`src/rtl/adc_sample_avm_writer.sv`:
```
`default_nettype none
//============================================================================
// Module      : adc_sample_avm_writer
// Description : Avalon-MM write master that packs two ADC samples per
//               32-bit word and writes them to consecutive word addresses
//               of the on-chip sample memory. Supports a one-shot capture
//               or a circular buffer that restarts at the base address.
// Revision    : 1.0  initial release
//----------------------------------------------------------------------------
// Ports
//   clk             system clock (only clock)
//   reset_n         synchronous active-low reset
//   start           one-cycle pulse, begins a capture when idle
//   stop            level, ends the capture (flushes a half-filled word)
//   cfg_base        first word address (latched on start)
//   cfg_len         words per pass, 0..2^ADDR_W (latched on start)
//   cfg_circular    1 = restart at cfg_base after cfg_len words
//   smp_valid/smp_data/smp_ready   sample stream (valid/ready)
//   avm_*           Avalon-MM write master
//   busy            high whenever not idle
//   done            one-cycle pulse when a capture ends
//   wrapped         one-cycle pulse when the address returns to cfg_base
//   words_written   words written in the current pass
//============================================================================
module adc_sample_avm_writer #(
    parameter int ADDR_W   = 11,
    parameter int SAMPLE_W = 12
) (
    input  logic                clk,
    input  logic                reset_n,
    input  logic                start,
    input  logic                stop,
    input  logic [ADDR_W-1:0]   cfg_base,
    input  logic [ADDR_W:0]     cfg_len,
    input  logic                cfg_circular,
    input  logic                smp_valid,
    input  logic [SAMPLE_W-1:0] smp_data,
    output logic                smp_ready,
    output logic [ADDR_W-1:0]   avm_address,
    output logic                avm_chipselect,
    output logic                avm_write,
    output logic [3:0]          avm_byteenable,
    output logic [31:0]         avm_writedata,
    input  logic                avm_waitrequest,
    output logic                busy,
    output logic                done,
    output logic                wrapped,
    output logic [ADDR_W:0]     words_written
);

    localparam logic [2:0] c_IDLE = 3'd0;
    localparam logic [2:0] c_LO   = 3'd1;
    localparam logic [2:0] c_HI   = 3'd2;
    localparam logic [2:0] c_WR   = 3'd3;
    localparam logic [2:0] c_DONE = 3'd4;

    localparam logic [ADDR_W-1:0] c_ADDR_ONE  = ADDR_W'(1);
    localparam logic [ADDR_W:0]   c_WORDS_ONE = (ADDR_W+1)'(1);

    logic [2:0]          r_state;
    logic [ADDR_W-1:0]   r_base;
    logic [ADDR_W:0]     r_len;
    logic                r_circ;
    logic [ADDR_W-1:0]   r_addr;
    logic [ADDR_W:0]     r_words;
    logic [31:0]         r_wdata;
    logic [3:0]          r_be;
    logic                r_last;     // capture ends after the current write
    logic                r_wrapped;

    logic [15:0]         w_smp16;
    logic [ADDR_W:0]     w_words_inc;
    logic                w_pass_end;

    assign w_smp16     = 16'(smp_data);
    assign w_words_inc = r_words + c_WORDS_ONE;
    assign w_pass_end  = (w_words_inc == r_len);

    // In LO a stop takes priority over a sample, so the sample is not
    // handshaken that cycle.
    assign smp_ready      = ((r_state == c_LO) && !stop) || (r_state == c_HI);
    assign avm_write      = (r_state == c_WR);
    assign avm_chipselect = (r_state == c_WR);
    assign avm_address    = r_addr;
    assign avm_writedata  = r_wdata;
    assign avm_byteenable = r_be;
    assign busy           = (r_state != c_IDLE);
    assign done           = (r_state == c_DONE);
    assign wrapped        = r_wrapped;
    assign words_written  = r_words;

    always_ff @(posedge clk) begin
        if (!reset_n) begin
            r_state   <= c_IDLE;
            r_base    <= '0;
            r_len     <= '0;
            r_circ    <= 1'b0;
            r_addr    <= '0;
            r_words   <= '0;
            r_wdata   <= '0;
            r_be      <= '0;
            r_last    <= 1'b0;
            r_wrapped <= 1'b0;
        end else begin
            r_wrapped <= 1'b0;
            case (r_state)
                c_IDLE: begin
                    if (start) begin
                        if (cfg_len != '0) begin
                            r_base  <= cfg_base;
                            r_len   <= cfg_len;
                            r_circ  <= cfg_circular;
                            r_addr  <= cfg_base;
                            r_words <= '0;
                            r_last  <= 1'b0;
                            r_state <= c_LO;
                        end else begin
                            r_state <= c_DONE;
                        end
                    end
                end
                c_LO: begin
                    if (stop) begin
                        r_state <= c_DONE;
                    end else if (smp_valid) begin
                        r_wdata[15:0] <= w_smp16;
                        r_state       <= c_HI;
                    end
                end
                c_HI: begin
                    if (smp_valid) begin
                        // A stop arriving with the second sample still
                        // writes the full word, then ends the capture.
                        r_wdata[31:16] <= w_smp16;
                        r_be           <= 4'b1111;
                        r_last         <= stop;
                        r_state        <= c_WR;
                    end else if (stop) begin
                        r_wdata[31:16] <= 16'h0000;
                        r_be           <= 4'b0011;
                        r_last         <= 1'b1;
                        r_state        <= c_WR;
                    end
                end
                c_WR: begin
                    if (!avm_waitrequest) begin
                        if (w_pass_end && r_circ) begin
                            r_addr    <= r_base;
                            r_words   <= '0;
                            r_wrapped <= 1'b1;
                        end else begin
                            r_addr  <= r_addr + c_ADDR_ONE;
                            r_words <= w_words_inc;
                        end
                        // A wrap coinciding with a stop still wraps; done
                        // then follows from the DONE state.
                        if (r_last || stop) begin
                            r_state <= c_DONE;
                        end else if (w_pass_end && !r_circ) begin
                            r_state <= c_DONE;
                        end else begin
                            r_state <= c_LO;
                        end
                    end else if (stop) begin
                        // Remember a stop seen while stalled.
                        r_last <= 1'b1;
                    end
                end
                c_DONE: begin
                    r_state <= c_IDLE;
                end
                default: begin
                    r_state <= c_IDLE;
                end
            endcase
        end
    end

endmodule
`default_nettype wire

```
`config.mk`:
```
export PLATFORM = sky130hd
export DESIGN_NAME = adc_sample_avm_writer
export DESIGN_NICKNAME = d
export VERILOG_FILES = /design/src/rtl/adc_sample_avm_writer.sv
export SDC_FILE = /design/constraint.sdc
export NUM_CORES = 1
export LEC_CHECK = 0
export CAP_MARGIN = 20
export CORE_ASPECT_RATIO = 0.75
export CORE_UTILIZATION = 54
export CTS_BUF_LIST = sky130_fd_sc_hd__clkbuf_8
export DETAILED_ROUTE_END_ITERATION = 12
export GPL_TIMING_DRIVEN = 1
export HOLD_SLACK_MARGIN = 0.02
export PLACE_DENSITY = 0.85
export SLEW_MARGIN = 40
export SYNTH_ARGS = -nofsm -noshare
export SYNTH_HDL_FRONTEND = slang
export SYNTH_SLANG_ARGS = --single-unit
```
`constraint.sdc`:
```
create_clock -name clk -period 4.1 [get_ports clk]
set_input_delay 0.82 -clock clk [delete_from_list [all_inputs] [get_ports clk]]
set_output_delay 0.82 -clock clk [all_outputs]
set_load 0.05 [all_outputs]
```
==> impl_metrics.py <==
metrics = {
    "clock_tree": {
        "holdBufCountCts": 0,
        "clk_path_buf_depth": 2,
        "h-tree-depth": 3,
        "post_cts_buffers": 0,
        "insertion_delay_ns": 0.36,
        "cts_resized": 0,
        "numCtsBuffers": 9,
        "cts_tree": "built",
        "root_buffer": "clkbuf_8",
        "cts.sinks": 78,
        "clk_pin_slew_ns": 0.08,
    },
    "global_route": {
        "grt_max_degree": 74,
        "use_met2_pct": 44.4,
        "busiest_layer": "met2",
        "grt_use_met1_pct": 39.9,
        "gr-total-overflow": 0,
        "met3_usage_pct": 6.70,
        "grt_pass1_vias": 3572,
        "antenna_found_initial": 0,
        "grt_pass1_wl_um": 17500,
        "grt_usage_pct": 28.5,
    },
    "floorplan": {
        "dieArea_um2": 7780,
        "rows": 26,
        "die_w_um": 102,
        "die_h_um": 76.6,
        "io_pins": 107,
        "initial_core_util_pct": 57.3,
        "coreArea_um2": 6990,
    },
    "drt": {
        "vias": 3795,
        "vias_per_cell": 5.76,
        "ant_nets": 0,
        "drtPass1Iterations": 5,
        "routed_wl_um": 10700,
        "drc": 0,
        "drt_iter0_drc": 297,
        "wl_per_cell_um": 16.2,
    },
    "placed_design": {
        "dp_hpwl_um": 7420,
        "place_area_um2": 4940,
        "place.gp.congestion": 0.875,
        "io_buffers": 98,
    },
    "worst_hold_path": {
        "min-delay-start": "r_base[10]",
        "hold_class": "flip-flop to flip-flop",
    },
    "sta": {
        "clock_skew_ns": 0.0118,
        "relSlewSlack_pct": 49.0,
        "fmax_ghz": 0.290,
        "finalCriticalPeriod_ns": 3.45,
        "slew_violations": 0,
        "hold_violations": 0,
        "finalSetupViolCount": 0,
        "setup_tns_ns": 0,
        "worst_pin_slew_ns": 0.759,
        "fin_crit_sh_pct": 84.1,
        "rsz0062_at_grt": "no",
    },
    "setup_path": {
        "cp.arrival_ns": 2.63,
        "crit_type": "primary input to primary output",
        "cp-end-kind": "primary output",
        "startpoint": "stop",
        "critPathRequiredTime_ns": 3.28,
        "endpoint": "smp_ready",
        "r2r_start": "words_written[0]",
        "regToRegSetupSlack_ns": 0.99,
        "reg2regPathDepth": 8,
        "r2r-end": "avm_address[1]",
        "startpoint_type": "primary input",
        "cp_max_fo": 6,
    },
    "status": {
        "status": "complete, no violations",
    },
    "finish": {
        "layout-drive-gt1-share_pct": 6.42,
        "area_delta_synth_final_pct": 27.9,
        "num_antenna_cells": 0,
        "finalNetCount": 600,
        "postLayoutCellArea_um2": 5130,
    },
    "flow_run": {
        "maxCapViolations": 0,
    },
    "power_and_ir_drop": {
        "comb_power_share_pct": 34.2,
        "p_int_mw": 1.42,
        "switching_power_mw": 0.880,
        "power.leakage_nw": 1.82,
        "cellPowerDensity_nw_per_um2": 447,
        "seqPwrFrac_pct": 41.1,
        "ir_drop_mv": 0.275,
        "p_sw_share_pct": 38.4,
        "p_clk_share_pct": 24.7,
    },
    "logic_synthesis": {
        "synth_edf_count": 0,
        "ys_types": 54,
        "synthArstFlopShare_pct": 0,
        "netlist_area_um2": 4010,
        "synth-warning-count": 0,
        "yosys_most_used_dff": "dfxtp_1",
        "ys_ff_latch": 78,
        "synthCells": 477,
        "syn_area_per_cell_um2": 8.41,
        "seq_area_frac_synth_pct": 38.9,
    },
}
## final cells by class
| type | count | area [µm²] |
|---|---|---|
| Timing Repair Buffer | 107 | 1040 |
| Sequential cell | 78 | 1560 |
| Inverter | 9 | 33.8 |
| Multi-Input combinational cell | 351 | 2180 |
| Clock buffer | 9 | 124 |
| Tap cell | 98 | 123 |
| Fill cell | 554 | 1860 |
| Clock inverter | 7 | 65.1 |
## worst max-delay path, cell delays in order
cell	delay, ns
clkdlybuf4s50_1	0.52
nor2_1	0.21
mux2i_1	0.11
nor2_1	0.15
clkdlybuf4s50_1	0.82
## synth_stat cells (7+ instances only)
| library cell | number | area, µm² |
|---|---|---|
| mux2i_1 | 18 | 180 |
| buf_4 | 13 | 97.6 |
| nor2b_1 | 30 | 188 |
| a21oi_1 | 15 | 75.1 |
| nand2_1 | 65 | 244 |
| a21boi_0 | 25 | 188 |
| a31oi_1 | 18 | 113 |
| o21ai_0 | 16 | 80.1 |
| nor2_1 | 16 | 60.1 |
| dfxtp_1 | 78 | 1560 |
| xnor2_1 | 24 | 210 |
| inv_1 | 9 | 33.8 |
| nand3_1 | 36 | 180 |
| clkbuf_1 | 24 | 90.1 |
| nor3_1 | 8 | 40.0 |
| a22oi_1 | 12 | 90.1 |
| nand4_1 | 7 | 43.8 |
## cell usage in the layout (no fill, tap or decap), drive strengths merged, types with 2 or more instances in the layout
master / synthesis / final
nor4: 5 / 5
dfxtp: 78 / 78
nand3: 37 / 37
a32oi: 2 / 2
clkdlybuf4s50: 0 / 97
ha: 2 / 2
nand4: 7 / 7
a2111oi: 2 / 2
clkbuf: 24 / 9
and3: 6 / 6
nor3: 8 / 8
o21ai: 16 / 16
clkinv: 0 / 3
a21oi: 15 / 15
a31oi: 19 / 19
o211ai: 2 / 2
mux2i: 18 / 18
xor2: 5 / 5
a22oi: 12 / 12
and2: 5 / 5
a21boi: 25 / 25
conb: 1 / 8
nand4b: 2 / 2
inv: 9 / 11
nand2: 65 / 65
nor2b: 30 / 30
or4: 2 / 2
buf: 22 / 10
xnor2: 24 / 24
nor2: 16 / 16
or2: 2 / 2
## routing by layer
metal | wire length, µm | vias to the layer above
met1 | 4850 | 1817
met4 | 96 | 0
li1 | - | 1809
met2 | 4960 | 157
met3 | 755 | 12
met5 | 0 | -
## worst min-delay path by stage
stage	endpoint	slack, ns	cells after the start
detailed placement	r_base[10]	0.46	2
floorplan	r_base[8]	0.44	2
CTS	r_base[10]	0.47	2
finish	r_base[10]	0.47	2
global placement	r_base[5]	0.45	2
global route	r_base[10]	0.50	2
## through the flow
| stage | util (%) | instances | setup slack (ns) | hold slack [ns] | total power, mW |
|---|---|---|---|---|---|
| final | 73.3 | 659 | 0.650 | 0.467 | 2.30 |
| after global routing | 73.3 | 659 | 0.576 | 0.496 | 2.40 |
| after CTS | 73.3 | 659 | 0.638 | 0.470 | 2.29 |
| after detailed placement | 70.6 | 643 | 0.661 | 0.459 | 1.73 |
| after global placement | 70.4 | 640 | 0.772 | 0.451 | 1.71 |
| after floorplan | - | 484 | 1.35 | 0.444 | 1.48 |
## state kept, by name (all words and copies together), names as in the netlist
name            flops
avm_writedata      24
r_len              12
words_written      12
avm_address        11
r_base             11
r_state             3
avm_byteenable      2
r_circ              1
r_last              1
wrapped             1
## power by group through the flow
stage	logic [mW]	registers, mW	clock network [mW]
2_1_floorplan	0.422	1.06	0
3_3_place_gp	0.756	0.952	0
3_5_place_dp	0.774	0.957	0
4_1_cts	0.779	0.941	0.573
5_1_grt	0.845	0.956	0.604
6_report	0.784	0.945	0.566
## cells by family after synthesis
| logic type | after synthesis | synth area share (%) |
|---|---|---|
| AND/OR/NAND/NOR | 191 | 24.6 |
| AO/OA/AOI/OAI | 102 | 17.4 |
| flip-flops | 78 | 38.9 |
| buffers and inverters | 55 | 7.24 |
| XOR/XNOR | 29 | 6.33 |
| multiplexers | 19 | 4.77 |
| adder cells (fa/ha/maj) | 2 | 0.624 |
| other | 1 | 0.0935 |
Power figures use the tool's default switching activity.
